<file path="src/rtl/audio_pkg.sv">
// Shared constants and types for the I2S serializer slice.
// AUD_LEFT_JUSTIFIED_EN selects left-justified framing instead of I2S.
package audio_pkg;

  localparam int unsigned SAMPLE_W = 16;
  localparam int unsigned CH_LEFT  = 0;
  localparam int unsigned CH_RIGHT = 1;

  typedef logic signed [SAMPLE_W-1:0] sample_t;

  // Slot positions (bit_cnt mod SLOT_BITS) carrying data bits, and the commit point
`ifdef AUD_LEFT_JUSTIFIED_EN
  localparam int unsigned DAT_FIRST  = 0;
`else
  localparam int unsigned DAT_FIRST  = 1;
`endif
  localparam int unsigned DAT_LAST   = DAT_FIRST + SAMPLE_W - 1;
  localparam int unsigned COMMIT_POS = DAT_LAST + 1;

  typedef enum logic {
    LINK_PRIME,
    LINK_RUN
  } link_state_t;

endpackage

</file>
<file path="src/rtl/aud_bclk_gen.sv">
// Bit-clock divider and frame bit counter; bit_cnt and LRCK advance on BCLK falls.
// rise/fall are high in the clk cycle whose active edge performs that BCLK transition.
module aud_bclk_gen #(
  parameter int unsigned BCLK_HALF = 4,
  parameter int unsigned SLOT_BITS = 32,
  localparam int unsigned CNT_W = $clog2(2 * SLOT_BITS),
  localparam int unsigned DIV_W = $clog2(BCLK_HALF)
) (
  input  logic             clk,
  input  logic             reset,
  output logic             aud_bclk,
  output logic             rise,
  output logic             fall,
  output logic [CNT_W-1:0] bit_cnt,
  output logic [CNT_W-1:0] bit_cnt_nxt,
  output logic             aud_daclrck
);

  logic [DIV_W-1:0] div_cnt;
  logic             wrap;

  always_comb begin
    wrap        = (div_cnt == DIV_W'(BCLK_HALF - 1));
    rise        = wrap & ~aud_bclk;
    fall        = wrap & aud_bclk;
    bit_cnt_nxt = (bit_cnt == CNT_W'(2 * SLOT_BITS - 1)) ? '0 : bit_cnt + CNT_W'(1);
  end

  always_ff @(posedge clk) begin
    if (reset) begin
      div_cnt     <= '0;
      aud_bclk    <= 1'b0;
      bit_cnt     <= '0;
      aud_daclrck <= 1'b0;
    end else begin
      div_cnt <= wrap ? '0 : div_cnt + DIV_W'(1);
      if (wrap) begin
        aud_bclk <= ~aud_bclk;
      end
      if (fall) begin
        bit_cnt     <= bit_cnt_nxt;
        aud_daclrck <= (bit_cnt_nxt >= CNT_W'(SLOT_BITS));
      end
    end
  end

endmodule

</file>
<file path="src/rtl/audio_i2s_serializer.sv">
// Master-mode I2S link: sample requests, DAC serialiser and ADC deserialiser.
// Define AUD_LEFT_JUSTIFIED_EN for left-justified framing (no one-bit delay).
module audio_i2s_serializer
  import audio_pkg::*;
#(
  parameter int unsigned BCLK_HALF = 4,
  parameter int unsigned SLOT_BITS = 32
) (
  input  logic        clk,
  input  logic        reset,
  output logic [1:0]  sample_req,
  input  logic [15:0] audio_in,
  output logic [1:0]  sample_end,
  output logic [15:0] adc_data,
  output logic        aud_bclk,
  output logic        aud_daclrck,
  output logic        aud_adclrck,
  output logic        aud_dacdat,
  input  logic        aud_adcdat
);

  localparam int unsigned CNT_W = $clog2(2 * SLOT_BITS);

  logic             rise;
  logic             fall;
  logic [CNT_W-1:0] bit_cnt;
  logic [CNT_W-1:0] bit_cnt_nxt;
  logic [CNT_W-1:0] slot_cur;
  logic [CNT_W-1:0] slot_nxt;
  logic             dac_win;
  logic             adc_win;
  logic [1:0]       req_now;
  link_state_t      state;
  link_state_t      state_nxt;
  sample_t          dac_sr;
  sample_t          adc_sr;

  aud_bclk_gen #(
    .BCLK_HALF(BCLK_HALF),
    .SLOT_BITS(SLOT_BITS)
  ) u_bclk_gen (
    .clk        (clk),
    .reset      (reset),
    .aud_bclk   (aud_bclk),
    .rise       (rise),
    .fall       (fall),
    .bit_cnt    (bit_cnt),
    .bit_cnt_nxt(bit_cnt_nxt),
    .aud_daclrck(aud_daclrck)
  );

  always_comb begin
    aud_adclrck = aud_daclrck;
    slot_cur = (bit_cnt >= CNT_W'(SLOT_BITS)) ? bit_cnt - CNT_W'(SLOT_BITS) : bit_cnt;
    slot_nxt = (bit_cnt_nxt >= CNT_W'(SLOT_BITS)) ? bit_cnt_nxt - CNT_W'(SLOT_BITS)
                                                   : bit_cnt_nxt;
    // Unsigned wrap makes positions below DAT_FIRST fall outside the window
    dac_win  = (slot_nxt - CNT_W'(DAT_FIRST)) < CNT_W'(SAMPLE_W);
    adc_win  = (slot_cur - CNT_W'(DAT_FIRST)) < CNT_W'(SAMPLE_W);
  end

  // The right-slot request is held off until the first frame wrap, so the frame
  // following reset carries zeros in both slots.
  always_comb begin
    state_nxt = state;
    req_now   = '0;
    if (fall && bit_cnt_nxt == '0) begin
      req_now[CH_LEFT] = 1'b1;
      state_nxt        = LINK_RUN;
    end
    if (fall && bit_cnt_nxt == CNT_W'(SLOT_BITS) && state == LINK_RUN) begin
      req_now[CH_RIGHT] = 1'b1;
    end
  end

  always_ff @(posedge clk) begin
    if (reset) begin
      state <= LINK_PRIME;
    end else begin
      state <= state_nxt;
    end
  end

`ifdef AUD_LEFT_JUSTIFIED_EN
  always_ff @(posedge clk) begin
    if (reset) begin
      dac_sr     <= '0;
      aud_dacdat <= 1'b0;
    end else if (|req_now) begin
      // MSB leaves on the LRCK edge itself, straight from the mixer bus
      aud_dacdat <= audio_in[15];
      dac_sr     <= {audio_in[14:0], 1'b0};
    end else if (fall) begin
      if (dac_win) begin
        {aud_dacdat, dac_sr} <= {dac_sr, 1'b0};
      end else begin
        aud_dacdat <= 1'b0;
      end
    end
  end
`else
  logic pending;

  always_ff @(posedge clk) begin
    if (reset) begin
      pending    <= 1'b0;
      dac_sr     <= '0;
      aud_dacdat <= 1'b0;
    end else begin
      if (|req_now) begin
        pending <= 1'b1;
      end else if (rise && pending) begin
        dac_sr  <= audio_in;
        pending <= 1'b0;
      end
      if (fall) begin
        if (dac_win) begin
          {aud_dacdat, dac_sr} <= {dac_sr, 1'b0};
        end else begin
          aud_dacdat <= 1'b0;
        end
      end
    end
  end
`endif

  always_ff @(posedge clk) begin
    if (reset) begin
      sample_req <= '0;
      sample_end <= '0;
      adc_sr     <= '0;
      adc_data   <= '0;
    end else begin
      sample_req <= req_now;
      sample_end <= '0;
      if (rise && adc_win) begin
        adc_sr <= {adc_sr[14:0], aud_adcdat};
      end
      if (fall && slot_nxt == CNT_W'(COMMIT_POS)) begin
        adc_data <= adc_sr;
        if (aud_daclrck) begin
          sample_end[CH_RIGHT] <= 1'b1;
        end else begin
          sample_end[CH_LEFT] <= 1'b1;
        end
      end
    end
  end

endmodule

</file>
<file path="config.mk">
export PLATFORM = sky130hd
export DESIGN_NAME = audio_i2s_serializer
export DESIGN_NICKNAME = d
export VERILOG_FILES = /design/src/rtl/audio_pkg.sv /design/src/rtl/aud_bclk_gen.sv /design/src/rtl/audio_i2s_serializer.sv
export SDC_FILE = /design/constraint.sdc
export NUM_CORES = 1
export LEC_CHECK = 0
export CAP_MARGIN = 20
export CORE_ASPECT_RATIO = 0.9
export CORE_MARGIN = 1.5
export CORE_UTILIZATION = 30
export CTS_CLUSTER_DIAMETER = 200
export DETAILED_ROUTE_END_ITERATION = 8
export SLEW_MARGIN = 20
export SYNTH_ARGS = -nofsm -noshare
export SYNTH_HDL_FRONTEND = slang
export SYNTH_SLANG_ARGS = --single-unit
</file>
<file path="constraint.sdc">
create_clock -name clk -period 3.2 [get_ports clk]
set_clock_uncertainty 0.2 [all_clocks]
set_input_delay 0.64 -clock clk [delete_from_list [all_inputs] [get_ports clk]]
set_output_delay 0.64 -clock clk [all_outputs]
set_load 0.03 [all_outputs]
</file>
==> results of run 1 <==
[layer usage]
metal | part of all wire, % | vias to the layer above
li1 | - | 1059
met1 | 49 | 974
met2 | 46 | 33
met3 | 3.7 | 11
met4 | 2.1 | 0
met5 | 0 | -
[through the flow]
step | total power, uW | util [%] | setup slack (ns) | instance area [um^2]
after floorplan | 864 | - | 0.903 | 2840
after global placement | 895 | 36.3 | 0.812 | 3320
after detailed placement | 896 | 36.3 | 0.748 | 3320
after CTS | 1620 | 38.6 | 0.735 | 3530
after global routing | 1670 | 38.6 | 0.512 | 3530
final | 1590 | 38.6 | 0.727 | 3530
[cells by family after synthesis]
group	count (synthesis)	share of synthesized area [%]
compound gates	40	11.3
buf+inv	25	5.43
simple gates	90	15.8
mux	48	16.9
fa+ha+maj	5	2.21
xor+xnor	6	2.52
flops	65	45.9
[synth_stat cells (3+ instances only)]
| library cell | count |
|---|---|
| buf_2 | 6 |
| clkbuf_1 | 9 |
| nor3b_1 | 3 |
| and3_1 | 3 |
| ha_1 | 5 |
| a211oi_1 | 6 |
| nand2_1 | 9 |
| a211oi_2 | 9 |
| xor2_1 | 3 |
| nor2_1 | 37 |
| nand3_1 | 6 |
| a21oi_1 | 10 |
| mux2i_1 | 48 |
| dfxtp_1 | 65 |
| nor3_1 | 18 |
| o21ai_0 | 3 |
| buf_6 | 6 |
| nand2b_1 | 3 |
[sequential cells by signal (all words and copies together), names as in the netlist]
register	flops
adc_data	16
adc_sr	16
dac_sr	16
u_bclk_gen.bit_cnt	6
sample_end	2
sample_req	2
u_bclk_gen.div_cnt	2
aud_dacdat	1
pending	1
state	1
u_bclk_gen.aud_bclk	1
u_bclk_gen.aud_daclrck	1
[power breakdown]
part	leakage (uW)	internal [uW]	switching [uW]
Combinational	0.000691	30.5	28.0
Clock	0.000106	406	310
Sequential	0.000524	815	3.79
[layout make-up]
type	instances	area, um^2
Clock inverter	5	60.1
Inverter	2	7.51
Tap cell	122	153
Sequential cell	65	1300
Fill cell	911	5630
Clock buffer	11	151
Timing Repair Buffer	50	475
Multi-Input combinational cell	189	1390
[worst paths after layout]
kind,endpoint,slack (ns),cells after the start
max,adc_data[13]$_SDFFE_PP0P_,0.73,7
min,u_bclk_gen.div_cnt[0]$_SDFF_PP0_,0.22,1
max reg2reg,adc_data[13]$_SDFFE_PP0P_,0.73,7
min reg2reg,u_bclk_gen.div_cnt[0]$_SDFF_PP0_,0.22,1
==> impl_results.md, run 1 <==
- Slowest stage delay, CP: 0.56 ns
- Worst Hold Launch: u_bclk_gen.div_cnt[0]$_SDFF_PP0_
- Synth Area per Inst: 10.2 um^2
- Clk buf depth: 2
- Gr usage total: 11.6%
- IR drop worst, VDD: 0.000232 V
- Synth area leader: dfxtp_1
- Hold Crit Class: flop to flop
- CTS clk-pin slew, worst paths: 0.07 ns
- Post-synth net total: 303
- CP max-delay cell: dfxtp_1
- Clk root buf: clkbuf_8
- Global-route wire length before repair: 9.21 mm
- Grt met3 use: 3.76%
- Status: completed
- P per Cell Area: 451 mW/mm^2
- CTS tree: yes
- Initial core utilization: 30.9%
- Clock sinks: 65
- RSZ-0062 raised after global routing: no
- Final GP Congestion: 0.803
- Fin. Hold Viols: 0
- Cts repair resizes: 0
- Worst hold slack: 0.225 ns
- GR peak layer: met2
- MaxCap Viol Count: 0
- Vias in the first global route: 1988
- Initial drt markers: 79
- Synth top area cells: dfxtp_1 46%, mux2i_1 17%, nor2_1 4.9%, a211oi_2 4.0%, nor3_1 3.2%
- Die Footprint: 0.0100 mm^2
- Pin count of the biggest net entering global routing: 38
- Crit path launch type: flop
- Most frequent cells in the layout: 65 x dfxtp_1, 48 x mux2i_1, 41 x clkdlybuf4s50_1
- Die W: 105 um
- Leading cell type in the layout, fill and taps excluded: dfxtp_1
- Core ar.: 0.00917 mm^2
- Die Span Y: 95.2 um
- IO Port Bufs: 42
- Crit. End Element: flop
- Final Slew Violations: 0
- Post-CTS Hold Buffers: 0
- Layout cell share with drive strength beyond 1: 12.1%
- Least-Margin Pin Slew: 0.798 ns
- DR WL/cell: 12.3 um
- Crit path from: u_bclk_gen.bit_cnt[0]$_SDFFE_PP0P_
- Diodes inserted: 0
- Clock latency on the worst-skew pair: 0.33 ns
- Post-synth EDFFs: 0
- Dpl hpwl: 3.61 mm
- Relative slew slack: 46.8%
- Routed Wire Length: 5.46 mm
- Mapped cell area: 0.00284 mm^2
- Worst r2r src: u_bclk_gen.bit_cnt[0]$_SDFFE_PP0P_
- CP delay by family, top: flip-flops
- DRC: 0
- Row Count: 33
- Min cycle time layout: 2.47 ns
- Final net count: 341
- Setup bufs post-CTS: 0
- WS Path Type: flop to flop
- P&R area growth vs syn: 24.7%
- Initial antenna violation count: 0
- Setup TNS: 0 ns
- Crit-path max FO: 18
- Post-synth ARST share: 0%
- Maximum clock rate: 404 MHz
- Via/cell ratio: 4.68
- Final ANT Viol Nets: 0
- CP arrival: 2.49 ns
- Synth Register Bits: 65
- Post-synth cell types: 40
- H-tree levels: 3
- Vias: 2077
- Bufs and invs on worst path: 1
- Yosys warns: 0
- Main synth FF type: dfxtp_1
- M1 GR Usage: 14.8%
- Top-area cell type share of the netlist area: 45.9%
- # IOs: 43
- Final std cells w/o fill: 444
- Req. time, crit path: 3.22 ns
- Leakage Power: 0.00132 uW
- Final number of setup-violating endpoints: 0
- Register area share after synthesis: 45.9%
- Dpl cells: 428
- Num CTS Buffers: 9
- Final global-route overflow total: 0
- DR pass1 iterations: 4
- GR Layer Usage met2: 17.9%
- CP Cell Sequence: ha_1 -> and3_1 -> xnor2_1 -> nor3_4 -> buf_4 -> mux2i_1 -> nor2_1
- Gate Count Post-Synth: 279
- Period utilization: 77.3%
Power figures use the tool's default switching activity.
==> run 2, diff against run 1 <==
- clock period: 3.2 -> 2.5 ns (I/O delays scaled with it)
==> impl_results.md, run 2 (synthesized netlist as in run 1, its figures left out) <==
- Status: completed (unchanged)
- DRC: 0 (unchanged)
- Fin. Hold Viols: 0 (unchanged)
- Maximum clock rate: 466 MHz (was 404 MHz)
- Hold Path Depth: 1 (unchanged)
- P&R area growth vs syn: 26.7% (was 24.7%)
- Core ar.: 0.00917 mm^2 (unchanged)
- Final GP Congestion: 0.812 (was 0.803)
- P per Cell Area: 558 mW/mm^2 (was 451 mW/mm^2)
- Die Span Y: 95.2 um (unchanged)
- Crit path launch type: flop (unchanged)
- Die W: 105 um (unchanged)
- Footprint of the multi-input gates: 0.00139 mm^2 (unchanged)
- CTS clk-pin slew, worst paths: 0.07 ns (about the same)
- Bufs and invs on worst path: 2 (was 1)
- Final number of setup-violating endpoints: 0 (unchanged)
- CP arrival: 2.19 ns (was 2.49 ns)
- Global-route wire length before repair: 9.69 mm (was 9.21 mm)
- Post-CTS Hold Buffers: 0 (unchanged)
- Crit path from: u_bclk_gen.bit_cnt[1]$_SDFFE_PP0P_ (was u_bclk_gen.bit_cnt[0]$_SDFFE_PP0P_)
- WS Path Type: flop to flop (unchanged)
- Initial drt markers: 92 (was 79)
- Final Slew Violations: 0 (unchanged)
- Critical Path Stages: 8 (was 7)
- Largest registers: adc_data x16, adc_sr x16, dac_sr x16 (unchanged)
- Clock sinks: 65 (unchanged)
- Slowest stage delay, CP: 0.43 ns (was 0.56 ns)
- MaxCap Viol Count: 0 (unchanged)
- Clk root buf: clkbuf_8 (unchanged)
- Least-Margin Pin Slew: 0.515 ns (was 0.798 ns)
- DR WL/cell: 12.4 um (was 12.3 um)
- IR drop worst, VDD: 0.000229 V (was 0.000232 V)
- CP delay by family, top: compound AO/OA/AOI/OAI gates (was flip-flops)
- Worst reg2reg endpoint: dac_sr[13]$_SDFF_PP0_ (was adc_data[13]$_SDFFE_PP0P_)
- Vias: 2079 (was 2077)
- # IOs: 43 (unchanged)
- Worst Setup EP: dac_sr[13]$_SDFF_PP0_ (was adc_data[13]$_SDFFE_PP0P_)
- RSZ-0062 raised after global routing: no (unchanged)
- Setup TNS: 0 ns (unchanged)
- Clk buf depth: 2 (unchanged)
- Setup bufs post-CTS: 0 (unchanged)
- Finished Cell Area: 0.00359 mm^2 (was 0.00353 mm^2)
- Die Footprint: 0.0100 mm^2 (unchanged)
- Vias in the first global route: 2056 (was 1988)
- Crit-path max FO: 16 (was 18)
- Initial antenna violation count: 0 (unchanged)
- Leading cell type in the layout, fill and taps excluded: dfxtp_1 (unchanged)
- Dpl hpwl: 3.72 mm (was 3.61 mm)
- # fillers: 941 (was 911)
- Worst r2r src: u_bclk_gen.bit_cnt[1]$_SDFFE_PP0P_ (was u_bclk_gen.bit_cnt[0]$_SDFFE_PP0P_)
- Worst hold slack: 0.228 ns (was 0.225 ns)
- Layout cell share with drive strength beyond 1: 12.9% (was 12.1%)
- CTS tree: yes (unchanged)
- Clock latency on the worst-skew pair: 0.34 ns (was 0.33 ns)
- Num CTS Buffers: 9 (unchanged)
- Min cycle time layout: 2.15 ns (was 2.47 ns)
- Diodes inserted: 0 (unchanged)
- CP max-delay cell: dfxtp_2 (was dfxtp_1)
- Row Count: 33 (unchanged)
- H-tree levels: 3 (unchanged)
- Period utilization: 85.9% (was 77.3%)
- Reg area: 0.00130 mm^2 (about the same)
- CP Cell Sequence: inv_1 -> ha_1 -> nor4_1 -> a2bb2oi_1 -> a21oi_2 -> buf_4 -> nor3_1 -> a211oi_1 (was ha_1 -> and3_1 -> xnor2_1 -> nor3_4 -> buf_4 -> mux2i_1 -> nor2_1)
- Via/cell ratio: 4.65 (was 4.68)
- Final ANT Viol Nets: 0 (unchanged)
- Crit. End Element: flop (unchanged)
- Gr usage total: 12.4% (was 11.6%)
- Initial core utilization: 30.9% (unchanged)
- Post-layout util: 39.2% (was 38.6%)
- Placed cell area: 0.00340 mm^2 (was 0.00332 mm^2)
- Final global-route overflow total: 0 (unchanged)
- IO Port Bufs: 42 (unchanged)
- Leakage Power: 0.00134 uW (was 0.00132 uW)
- Worst R2R Setup Slack: 0.35 ns (was 0.73 ns)
- Relative slew slack: 65.7% (was 46.8%)
- Final net count: 344 (was 341)
- Req. time, crit path: 2.55 ns (was 3.22 ns)
- Hold Crit Class: flop to flop (unchanged)
- Pin count of the biggest net entering global routing: 32 (was 38)
- DR pass1 iterations: 4 (unchanged)
- Routed Wire Length: 5.52 mm (was 5.46 mm)
- Most frequent cells in the layout: 64 x dfxtp_1, 48 x mux2i_1, 41 x clkdlybuf4s50_1 (was 65 x dfxtp_1, 48 x mux2i_1, 41 x clkdlybuf4s50_1)
- FF-to-FF path depth: 8 (was 7)
run 2: layout make-up:
cell class	count	share of cell area [%]
clock inverter	5	1.53
sequential	65	36.2
tap	122	4.25
clock buffer	11	3.93
inverter	2	0.209
timing repair buffer	53	15.3
multi-input combinational	189	38.6
run 2: stage by stage:
stage	setup WS, ns	std cells	total power [uW]
5_1_grt	0.116	447	2100
3_5_place_dp	0.265	431	1150
3_3_place_gp	0.285	431	1150
4_1_cts	0.238	447	2050
2_1_floorplan	0.203	279	1110
6_report	0.353	447	2010
run 2: worst min path at each step:
| stage | from | to | slack [ns] |
|---|---|---|---|
| after global routing | u_bclk_gen.div_cnt[0]$_SDFF_PP0_ | u_bclk_gen.div_cnt[0]$_SDFF_PP0_ | 0.25 |
| after CTS | u_bclk_gen.div_cnt[0]$_SDFF_PP0_ | u_bclk_gen.div_cnt[0]$_SDFF_PP0_ | 0.23 |
| after detailed placement | u_bclk_gen.div_cnt[0]$_SDFF_PP0_ | u_bclk_gen.div_cnt[0]$_SDFF_PP0_ | 0.22 |
| after global placement | u_bclk_gen.div_cnt[0]$_SDFF_PP0_ | u_bclk_gen.div_cnt[0]$_SDFF_PP0_ | 0.21 |
| final | u_bclk_gen.div_cnt[0]$_SDFF_PP0_ | u_bclk_gen.div_cnt[0]$_SDFF_PP0_ | 0.23 |
| after floorplan | u_bclk_gen.div_cnt[0]$_SDFF_PP0_ | u_bclk_gen.div_cnt[0]$_SDFF_PP0_ | 0.20 |
run 2: power by group:
group          internal [uW]  leakage [uW]  switching [uW]
registers               1040      0.000524            4.34
clock network            484     0.0000953             397
logic                   41.6      0.000724            36.3
total                   1570       0.00134             438
run 2: worst reg2reg max path, delay by kind of cell (launching register included):
kind | cells | cell delay, ns
compound gates | 3 | 0.44
buf+inv | 2 | 0.34
simple gates | 2 | 0.35
flops | 1 | 0.43
fa+ha+maj | 1 | 0.31
run 2: what timing repair did:
item / in CTS / in global routing
endpoints found under the hold margin: 0 / 0
setup endpoints to repair: 0 / 6
gates resized for setup: 0 / 1
run 2: per-layer routing:
layer	routed length [um]	global-route usage (%)	vias to the layer above
li1	-	-	1064
met1	2700	14.8	978
met2	2540	20.3	29
met3	187	4.44	8
met4	95	5.37	0
met5	0	0	-
